## src/rtl/vec_reg_bank_seq_pkg.sv

```systemverilog
// Shared constants and state encoding for the operand register bank and its scan counter.
package vec_reg_bank_seq_pkg;

  localparam int NUM_ENTRIES = 16;
  localparam int SEL_W       = 4;
  localparam int CNT_W       = 5;

  typedef enum logic [1:0] {
    ST_FILL = 2'd0,
    ST_HOLD = 2'd1,
    ST_SCAN = 2'd2
  } state_t;

endpackage

```

## src/rtl/vec_scan_ctr.sv

```systemverilog
// Scan step counter: walks sel from 0 to count-1 on step_en and pulses done
// the cycle after the final step.
module vec_scan_ctr
  import vec_reg_bank_seq_pkg::*;
(
  input  logic             clk,
  input  logic             rst,
  input  logic             start,
  input  logic             step_en,
  input  logic [CNT_W-1:0] count,
  output logic [SEL_W-1:0] sel,
  output logic             sel_valid,
  output logic             last_step,
  output logic             done
);

  logic [SEL_W-1:0] sel_reg;
  logic             valid_reg;
  logic             done_reg;
  logic [CNT_W-1:0] last_idx;

  // Terminal compare is done at count width so sel can never run past the loaded range.
  assign last_idx  = count - 5'd1;
  assign last_step = valid_reg && step_en && ({1'b0, sel_reg} == last_idx);

  always_ff @(posedge clk or posedge rst) begin
    if (rst) begin
      sel_reg   <= '0;
      valid_reg <= 1'b0;
      done_reg  <= 1'b0;
    end else begin
      done_reg <= last_step;
      if (start) begin
        sel_reg   <= '0;
        valid_reg <= 1'b1;
      end else if (last_step) begin
        sel_reg   <= '0;
        valid_reg <= 1'b0;
      end else if (valid_reg && step_en) begin
        sel_reg <= sel_reg + 4'd1;
      end
    end
  end

  assign sel       = sel_reg;
  assign sel_valid = valid_reg;
  assign done      = done_reg;

endmodule

```

## src/rtl/vec_reg_bank_seq.sv

```systemverilog
// 16-entry operand bank: serial fill over valid/ready, parallel presentation on
// regs_flat, and a stepped scan that drives the downstream 16:1 mux select.
module vec_reg_bank_seq
  import vec_reg_bank_seq_pkg::*;
#(
  parameter int SIZE = 16
) (
  input  logic                        clk,
  input  logic                        rst,
  input  logic                        load_valid,
  input  logic [SIZE-1:0]             load_data,
  input  logic                        load_last,
  output logic                        load_ready,
  input  logic                        reload,
  input  logic                        start,
  input  logic                        step_en,
  output logic [NUM_ENTRIES*SIZE-1:0] regs_flat,
  output logic [CNT_W-1:0]            count,
  output logic [SEL_W-1:0]            sel,
  output logic                        sel_valid,
  output logic                        done,
  output logic                        busy
);

  state_t           state_reg, state_next;
  logic [SEL_W-1:0] wr_ptr_reg, wr_ptr_next;
  logic [CNT_W-1:0] count_reg, count_next;
  logic [SIZE-1:0]  entry_reg [NUM_ENTRIES];
  logic             fire;
  logic             fill_end;
  logic             scan_start;
  logic             last_step;

  assign load_ready = (state_reg == ST_FILL);
  assign fire       = load_valid && load_ready;
  assign fill_end   = fire && (load_last || (wr_ptr_reg == SEL_W'(NUM_ENTRIES - 1)));
  // reload wins over a simultaneous start
  assign scan_start = (state_reg == ST_HOLD) && !reload && start;

  always_comb begin
    state_next  = state_reg;
    wr_ptr_next = wr_ptr_reg;
    count_next  = count_reg;
    case (state_reg)
      ST_FILL: begin
        if (fire) begin
          wr_ptr_next = wr_ptr_reg + 4'd1;
          if (fill_end) begin
            count_next  = {1'b0, wr_ptr_reg} + 5'd1;
            wr_ptr_next = '0;
            state_next  = ST_HOLD;
          end
        end
      end
      ST_HOLD: begin
        if (reload) begin
          count_next  = '0;
          wr_ptr_next = '0;
          state_next  = ST_FILL;
        end else if (start) begin
          state_next = ST_SCAN;
        end
      end
      ST_SCAN: begin
        if (last_step) state_next = ST_HOLD;
      end
      default: state_next = ST_FILL;
    endcase
  end

  always_ff @(posedge clk or posedge rst) begin
    if (rst) begin
      state_reg  <= ST_FILL;
      wr_ptr_reg <= '0;
      count_reg  <= '0;
    end else begin
      state_reg  <= state_next;
      wr_ptr_reg <= wr_ptr_next;
      count_reg  <= count_next;
    end
  end

  // Entries are not cleared on reload; the next fill overwrites them.
  always_ff @(posedge clk or posedge rst) begin
    if (rst) begin
      for (int i = 0; i < NUM_ENTRIES; i++) entry_reg[i] <= '0;
    end else if (fire) begin
      entry_reg[wr_ptr_reg] <= load_data;
    end
  end

  for (genvar gi = 0; gi < NUM_ENTRIES; gi++) begin : g_flat
    assign regs_flat[gi*SIZE +: SIZE] = entry_reg[gi];
  end

  vec_scan_ctr u_scan_ctr (
    .clk       (clk),
    .rst       (rst),
    .start     (scan_start),
    .step_en   (step_en),
    .count     (count_reg),
    .sel       (sel),
    .sel_valid (sel_valid),
    .last_step (last_step),
    .done      (done)
  );

  assign count = count_reg;
  assign busy  = (state_reg == ST_SCAN);

endmodule

```

## config.mk

```make
export PLATFORM = sky130hd
export DESIGN_NAME = vec_reg_bank_seq
export DESIGN_NICKNAME = d
export VERILOG_FILES = /design/src/rtl/vec_reg_bank_seq_pkg.sv /design/src/rtl/vec_scan_ctr.sv /design/src/rtl/vec_reg_bank_seq.sv
export SDC_FILE = /design/constraint.sdc
export NUM_CORES = 1
export LEC_CHECK = 0
export BUFFER_PORTS_ARGS = -buffer_cell sky130_fd_sc_hd__buf_4
export CAP_MARGIN = 40
export CORE_MARGIN = 2
export CORE_UTILIZATION = 50
export CTS_BUF_LIST = sky130_fd_sc_hd__clkbuf_4
export DETAILED_ROUTE_END_ITERATION = 7
export PLACE_DENSITY_LB_ADDON = 0.3
export SYNTH_ARGS = -nofsm -noshare
export SYNTH_HDL_FRONTEND = slang
export SYNTH_SLANG_ARGS = --single-unit
```

## constraint.sdc

```tcl
create_clock -name clk -period 10.4 [get_ports clk]
set_input_delay 0.52 -clock clk [delete_from_list [all_inputs] [get_ports clk]]
set_output_delay 0.52 -clock clk [all_outputs]
set_load 0.1 [all_outputs]
```

Word-level counts from Yosys, hierarchy flattened
Cells that the tools add are included.

word-level totals
  input bits = 23
  word-level logic and storage cells = 76
  flip-flop bits (word level) = 273
  output and inout port bits = 269

cells by class
  muxes and demuxes = 22
  $lt $le $gt $ge = 2
  bitwise logic cells = 1
  equality and inequality tests = 9
  add/subtract/negate cells = 4
  reductions and logical operators = 16

operators by type and width
  operator                                               number
  bitwise mux 256 bit                                    1
  demux 16 bit (select 4 bit)                            1
  two-way mux 4 bit                                      6
  two-way mux 16 bit                                     1
  two-way mux 5 bit                                      3
  two-way mux 2 bit                                      5
  case mux 5 bit (2 select lines)                        1
  adder 4 x 1 -> 4 bit, second input constant            2
  case mux 4 bit (2 select lines)                        1
  AND reduction 4 bit                                    2
  logical AND 1 bit                                      7
  inequality test 2 x 1 -> 1 bit, second input constant  3
  case mux 2 bit (3 select lines)                        1
  adder 4 x 1 -> 5 bit, second input constant            1
  equality test 4 x 5 -> 1 bit                           1
  >= comparator 5 bit, second input constant             1
  < comparator 5 x 1 -> 1 bit, second input constant     1
  NOT 4 -> 5 bit                                         1
  subtractor 5 x 1 -> 5 bit, second input constant       1
  equality test 4 bit, second input constant             1
  nonzero test 2 bit                                     2
  inequality test 3 bit, second input constant           1
  AND reduction 3 bit                                    1
  nonzero test 3 bit                                     1
  other kinds (7)                                        8

Depth between registers and ports, before layout
Gate-level depths: netlist of run 1.

  depth after elaboration = 6
  gate-level depth with buffers = 8
  mapped depth without buffers = 6

Cells and area by module
A second synthesis of run 1 with hierarchy kept.

second synthesis, totals
  cell total of the unflattened synthesis = 667
  area total of the unflattened synthesis = 10,900.5 um2

modules (own cells, without submodules)
  module            instances  cells each  sequential area each (um2)  area an instance (um2)
  vec_reg_bank_seq  1          628         6,681.4                     10,513.8
  vec_scan_ctr      1          39          150.1                       386.6

Least setup slack after synthesis of run 1
OpenSTA, ideal clock, no wires.

  path type = register to register
  start point = register count_reg[0] (netlist: count[0])
  end point = register state_reg[0]
  stages on the path, launching flop included = 8
  path slack = 7.972 ns
  library setup time = 0.126 ns
  data arrival time = 2.302 ns
  buffers on the path = 1
  period minus slack after synthesis = 2.428 ns
  required time = 10.274 ns
  cell sequence = dfrtp_1 -> inv_1 -> ha_1 -> xnor2_1 -> a22o_1 -> o211a_1 -> clkbuf_1 -> a221o_1

between the ends
  longest elaborated chain between the ends = 5

ends and longest elaborated chain
  what                                      RTL line                source
  from (decl)                               vec_reg_bank_seq.sv:27  logic [CNT_W-1:0] count_reg, count_next;
  from (signal assigned)                    vec_reg_bank_seq.sv:79  count_reg <= count_next;
  subtractor 5 x 1 -> 5 bit                 vec_scan_ctr.sv:23      assign last_idx = count - 5'd1;
  equality test 4 x 5 -> 1 bit              vec_scan_ctr.sv:24      assign last_step = valid_reg && step_en && ({1'b0, sel_reg} == last_idx);
  logical AND 1 bit                         vec_scan_ctr.sv:24
  via last_step                             vec_reg_bank_seq.sv:32  logic last_step;
  inequality test 2 x 1 -> 1 bit (no line)  -
  AND reduction 4 bit (no line)             -
  to (signal assigned)                      vec_reg_bank_seq.sv:77  state_reg <= state_next;
  to (decl)                                 vec_reg_bank_seq.sv:25  state_t state_reg, state_next;

The timed path passes the listed nets, and every way through them passes these cells.
A chain may end at the register's enable or synchronous reset.

Worst setup path after layout of run 1
  start point = register state_reg[1]
  end point = output port busy

between the ends
  longest elaborated chain between the ends = 1

ends and longest elaborated chain
  what                 RTL line                 source
  equality test 2 bit  vec_reg_bank_seq.sv:109  assign busy = (state_reg == ST_SCAN);
  to (decl)            vec_reg_bank_seq.sv:22   output logic busy

No other way between the ends.

==> results of run 1 <==
[per-layer routing]
layer | routed length [um] | up-vias | share of wire | GRT usage
li1 | - | 3065 | - | -
met1 | 11000 | 3602 | 0.40 | 0.312
met2 | 13100 | 270 | 0.48 | 0.379
met3 | 2290 | 58 | 0.084 | 0.0762
met4 | 856 | 0 | 0.031 | 0.102
met5 | 0 | - | 0 | 0
[how the worst min path moves through the flow]
| stage | slack, ns | from | cells after the start | to |
|---|---|---|---|---|
| floorplan | 0.55 | wr_ptr_reg[3] | 2 | wr_ptr_reg[3] |
| finish | 0.26 | load_data[7] | 2 | regs_flat[231] |
| global route | 0.25 | start | 3 | state_reg[0] |
| global placement | 0.49 | regs_flat[89] | 1 | regs_flat[89] |
| detailed placement | 0.49 | regs_flat[148] | 1 | regs_flat[148] |
| CTS | 0.20 | load_data[7] | 2 | regs_flat[231] |
[layout by cell type, fill, tap and decap left out, types with 2 or more instances in the layout]
cell and instances:
sky130_fd_sc_hd__a22o_1 3, sky130_fd_sc_hd__clkbuf_4 101, sky130_fd_sc_hd__and3_2 2, sky130_fd_sc_hd__nand2_1 8, sky130_fd_sc_hd__a21oi_1 2, sky130_fd_sc_hd__clkinvlp_4 2, sky130_fd_sc_hd__o21ai_0 3, sky130_fd_sc_hd__xor2_1 2
sky130_fd_sc_hd__buf_8 3, sky130_fd_sc_hd__dfrtp_1 273, sky130_fd_sc_hd__buf_16 3, sky130_fd_sc_hd__inv_1 6, sky130_fd_sc_hd__nor2_1 11, sky130_fd_sc_hd__mux2_2 231, sky130_fd_sc_hd__xnor2_1 8, sky130_fd_sc_hd__nor2b_1 5
sky130_fd_sc_hd__nand3b_1 2, sky130_fd_sc_hd__buf_4 293, sky130_fd_sc_hd__and3_1 3, sky130_fd_sc_hd__diode_2 2, sky130_fd_sc_hd__nand3_1 3, sky130_fd_sc_hd__clkinv_1 4, sky130_fd_sc_hd__nand2_2 12, sky130_fd_sc_hd__ha_1 6
sky130_fd_sc_hd__mux2_4 30, sky130_fd_sc_hd__nor3_1 2, sky130_fd_sc_hd__inv_2 3, sky130_fd_sc_hd__nor2b_2 2, sky130_fd_sc_hd__o31ai_1 2
[stage by stage]
step	worst slack [ns]	hold slack, ns	cell area (um^2)	util	instances
after CTS	8.13	0.204	14100	0.665	1319
after detailed placement	8.45	0.494	13200	0.625	1207
after global routing	8.05	0.251	14100	0.665	1321
after floorplan	2.36	0.548	10800	-	678
after global placement	8.07	0.489	13100	0.619	1201
final	8.16	0.264	14100	0.665	1321
[final cells by class]
cell class / count / area, um^2
clock buffer: 101 / 758
inverter: 7 / 33.8
clock inverter: 10 / 71.3
fill: 1630 / 7080
tap: 275 / 344
timing repair buffer: 300 / 2340
antenna: 2 / 5.00
multi-input combinational: 353 / 3690
sequential: 273 / 6830
[cell families (layout without fill, tap and decap cells)]
family / count (synthesis) / after routing / share of synthesized area
xor+xnor: 10 / 10 / 0.00810
other cells: 0 / 2 / 0
mux: 261 / 261 / 0.282
buf+inv: 52 / 418 / 0.0272
flops: 273 / 273 / 0.632
compound gates: 18 / 18 / 0.0124
simple gates: 58 / 58 / 0.0316
fa+ha+maj: 6 / 6 / 0.00694
==> impl_metrics.ini, run 1 <==
[setup_path]
worstSetupStartpointType = flip-flop
critical-path-max-stage-delay_ns = 0.47
cp.arrival_ns = 1.72
crit_path_cells = inv_1 -> nor2_1 -> buf_4
timing.critical_path.buf_inv = 2
regToRegStartpoint = state_reg[0]
cp_num_cells = 3
reg2reg_slack_ns = 8.40
cp-startpoint = state_reg[1]
worstRegToRegCells = 5
timing.critical_path.fanout_max = 6
cp-end-kind = output port
critical_path_class = flip-flop to output port
worst_r2r_endpoint = regs_flat[206]
cp.required_ns = 9.88
critical_path.endpoint = busy
critical-path-top-delay-family = flip-flops
cp_slowest_cell = sky130_fd_sc_hd__dfrtp_1

[die]
chipHeight_um = 151
io_pins = 292
floorplan.rows = 53
area_of_the_die_mm2 = 0.0228
starting_density = 0.511
die_w_um = 151
core-area_mm2 = 0.0212

[clocking]
cts-root-buf = sky130_fd_sc_hd__clkbuf_4
cts_tree = done
clk_path_buf_depth = 3
ctsResizeCount = 0
cts.repair_timing.setup_buffer_count = 0
clock_latency_on_the_worst_skew_pair_ns = 0.64
cts-hold-fix-buffers = 1
number_of_buffers_created_by_cts = 71
clk_transition_reported_paths_ns = 0.06
clkSinkCount = 273
cts_htree_levels = 3

[logic_synthesis]
synth-seq-area-share = 0.632
post_synth_most_frequent_cells = 273 x sky130_fd_sc_hd__dfrtp_1, 231 x sky130_fd_sc_hd__mux2_2, 30 x sky130_fd_sc_hd__mux2_4
synth_cell_types = 42
synth-seq-cells = 273
yosys.area.top_type_share = 0.632
postSynthAreaPerCell_um2 = 16.0
netlist_area_mm2 = 0.0108
syn-num-nets = 707
synthMostInstantiatedCell = sky130_fd_sc_hd__dfrtp_1
cell_accounting_for_the_most_synthesized_area = sky130_fd_sc_hd__dfrtp_1
number_of_enable_flip_flop_cells_after_synthesis = 0
yosysWarnings = 0
synthCells = 678
yosys_most_used_dff = sky130_fd_sc_hd__dfrtp_1
synth-async-reset-ratio = 1.00
synth.area.top_cells = sky130_fd_sc_hd__dfrtp_1 63%, sky130_fd_sc_hd__mux2_2 24%, sky130_fd_sc_hd__mux2_4 4.2%

[timing]
finalSetupViolations = 0
final.min_clock_period_ns = 2.24
setup_tns_ns = 0
timing.final.hold_violations = 0
maxSlewViolCount = 0
max_slew.worst_pin.slew_ns = 0.567
slew_headroom = 0.621
timing.final.crit_share = 0.216
finClkSkew_ns = 0.0214
rsz0062_at_grt = no
maxClockFrequency_mhz = 446

[drt]
final_antenna_net_count = 0
drt_iter0_drc = 334
routed_len_inst_um = 20.6
total_via_count_in_the_routed_design = 6995
drt_drc_violations_left = 0
post_detailed_routing_wire_length_um = 27200
vias_per_cell = 5.30
drtPass1Iterations = 4

[worst_hold_path]
worst_hold_path_type = primary input to flip-flop

[grt]
initial_antenna_violation_count = 1
track_usage = 0.241
overflow = 0
grt_pass1_vias = 7357
grt_start_max_net_pins = 85
grt_pass1_wl_um = 41700

[cells_and_area]
layout-drive-gt1-share = 0.660
number_of_flip_flops_under_the_largest_register_name = 256
flow.area_growth_from_synthesis_pct = 30.1
fin_nets = 1035

[flow_run]
maxCapViolations = 0

[placed_design]
dp_hpwl_um = 18800
port-buffer-count = 291
replace_congestion = 0.845

[status]
outcome = complete, no violations
Power of run 1 is left out: the tool's default activity adds up to more than one toggle a clock period on the data nets, which glitch-free logic cannot reach.
==> inputs of run 2 (changes only) <==
==> constraint.sdc (replaced) <==
create_clock -name clk -period 2.3 [get_ports clk]
set_input_delay 0.115 -clock clk [delete_from_list [all_inputs] [get_ports clk]]
set_output_delay 0.115 -clock clk [all_outputs]
set_load 0.1 [all_outputs]
==> impl_metrics.ini, run 2 (synthesized netlist as in run 1, its figures left out) <==
[grt]
grt_start_max_net_pins = 54
grt_pass1_wl_um = 42000
grt_pass1_vias = 7518
initial_antenna_violation_count = 1
overflow = 0
track_usage = 0.243

[cells_and_area]
layout-drive-gt1-share = 0.651
finalCoreUtilization = 0.680
number_of_flip_flops_under_the_largest_register_name = 256
fin_nets = 1064
layout.cells.most_common = sky130_fd_sc_hd__buf_4
leading_cell_types_in_the_layout_fill_and_taps_excluded = 301 x sky130_fd_sc_hd__buf_4, 273 x sky130_fd_sc_hd__dfrtp_1, 231 x sky130_fd_sc_hd__mux2_2, 105 x sky130_fd_sc_hd__clkbuf_4, 30 x sky130_fd_sc_hd__mux2_4
layout.filler_cells = 1546
multi_input_comb_area_mm2 = 0.00370
instances_no_fill = 1351
flow.area_growth_from_synthesis_pct = 33.0
seq_area_mm2 = 0.00683

[timing]
finClkSkew_ns = 0.0296
timing.final.hold_violations = 0
finalSetupViolations = 0
maxClockFrequency_mhz = 494
rsz0062_at_grt = no
final.min_clock_period_ns = 2.02
hold-worst-slack_ns = 0.141
setup_tns_ns = 0
maxSlewViolCount = 0
timing.final.crit_share = 0.880
max_slew.worst_pin.slew_ns = 0.678
slew_headroom = 0.547

[drt]
routed_len_inst_um = 20.4
vias_per_cell = 5.22
drt_drc_violations_left = 0
final_antenna_net_count = 0
drt_iter0_drc = 211
total_via_count_in_the_routed_design = 7053
drtPass1Iterations = 4
post_detailed_routing_wire_length_um = 27600

[setup_path]
regToRegStartpoint = state_reg[0]
cp_slowest_cell = sky130_fd_sc_hd__dlygate4sd3_1
worstRegToRegCells = 5
crit_path_cells = nor2b_2 -> nand3b_1 -> nand2_1 -> dlygate4sd3_1 -> nor2_1
critical_path_class = flip-flop to flip-flop
cp-end-kind = flip-flop
cp.arrival_ns = 2.53
timing.critical_path.fanout_max = 10
reg2reg_slack_ns = 0.28
critical-path-max-stage-delay_ns = 0.56
worstSetupStartpointType = flip-flop
cp.required_ns = 2.81
cp-startpoint = state_reg[0]
worst_r2r_endpoint = u_scan_ctr.sel[2]

[clocking]
clk_path_buf_depth = 3
number_of_buffers_created_by_cts = 71
cts.repair_timing.setup_buffer_count = 0
cts_htree_levels = 3
clock_latency_on_the_worst_skew_pair_ns = 0.66
cts_tree = done
cts-root-buf = sky130_fd_sc_hd__clkbuf_4
clk_transition_reported_paths_ns = 0.06
clkSinkCount = 273

[die]
starting_density = 0.511
io_pins = 292
floorplan.rows = 53
area_of_the_die_mm2 = 0.0228
die_w_um = 151
chipHeight_um = 151
core-area_mm2 = 0.0212

[status]
outcome = complete, no violations

[flow_run]
maxCapViolations = 0

[placed_design]
dp_hpwl_um = 19100
port-buffer-count = 291
dp_cells = 1213
replace_congestion = 0.814

[worst_hold_path]
worst_hold_path_type = primary input to asynchronous set/reset pin
==> run 2: repair_timing <==
item	4_1_cts	5_1_grt
hold buffers	24	0
gates resized for setup	0	1
setup endpoints to repair	0	1
endpoints found under the hold margin	336	0
==> run 2: worst max path at each step <==
stage,endpoint,slack (ns),depth (start not counted)
6_report,u_scan_ctr.sel[2],0.28,5
5_1_grt,u_scan_ctr.sel[2],0.11,5
4_1_cts,u_scan_ctr.sel[2],0.18,5
3_5_place_dp,regs_flat[206],0.36,5
3_3_place_gp,regs_flat[216],0.41,4
2_1_floorplan,count[0],-1.42,1
==> run 2: cell type report <==
| type | count | area share |
|---|---|---|
| sequential | 273 | 0.475 |
| multi-input combinational | 353 | 0.257 |
| timing repair buffer | 329 | 0.179 |
| clock buffer | 105 | 0.0548 |
| tap | 275 | 0.0239 |
| clock inverter | 8 | 0.00783 |
| inverter | 7 | 0.00209 |
| antenna | 1 | 0.000174 |
==> run 2: metal layers <==
layer  vias up  routed length, um  global-route usage
met3        41               2240              0.0889
li1       3136                  -                   -
met1      3631              11400               0.306
met4         0                761              0.0916
met5         -                  0                   0
met2       245              13300               0.388
==> run 2: stage by stage <==
step                instance area, um^2  setup WS (ns)
finish                            14400          0.276
floorplan                         10800          -1.42
detailed placement                13200          0.360
global placement                  13200          0.414
global route                      14400          0.115
CTS                               14400          0.183
==> run 2: critical path: cells and delay by family (launching register included) <==
family,cells,cell delay (ns)
buf+inv,1,0.56
flops,1,0.55
simple gates,4,0.78
Power of run 2 is left out for the same reason.
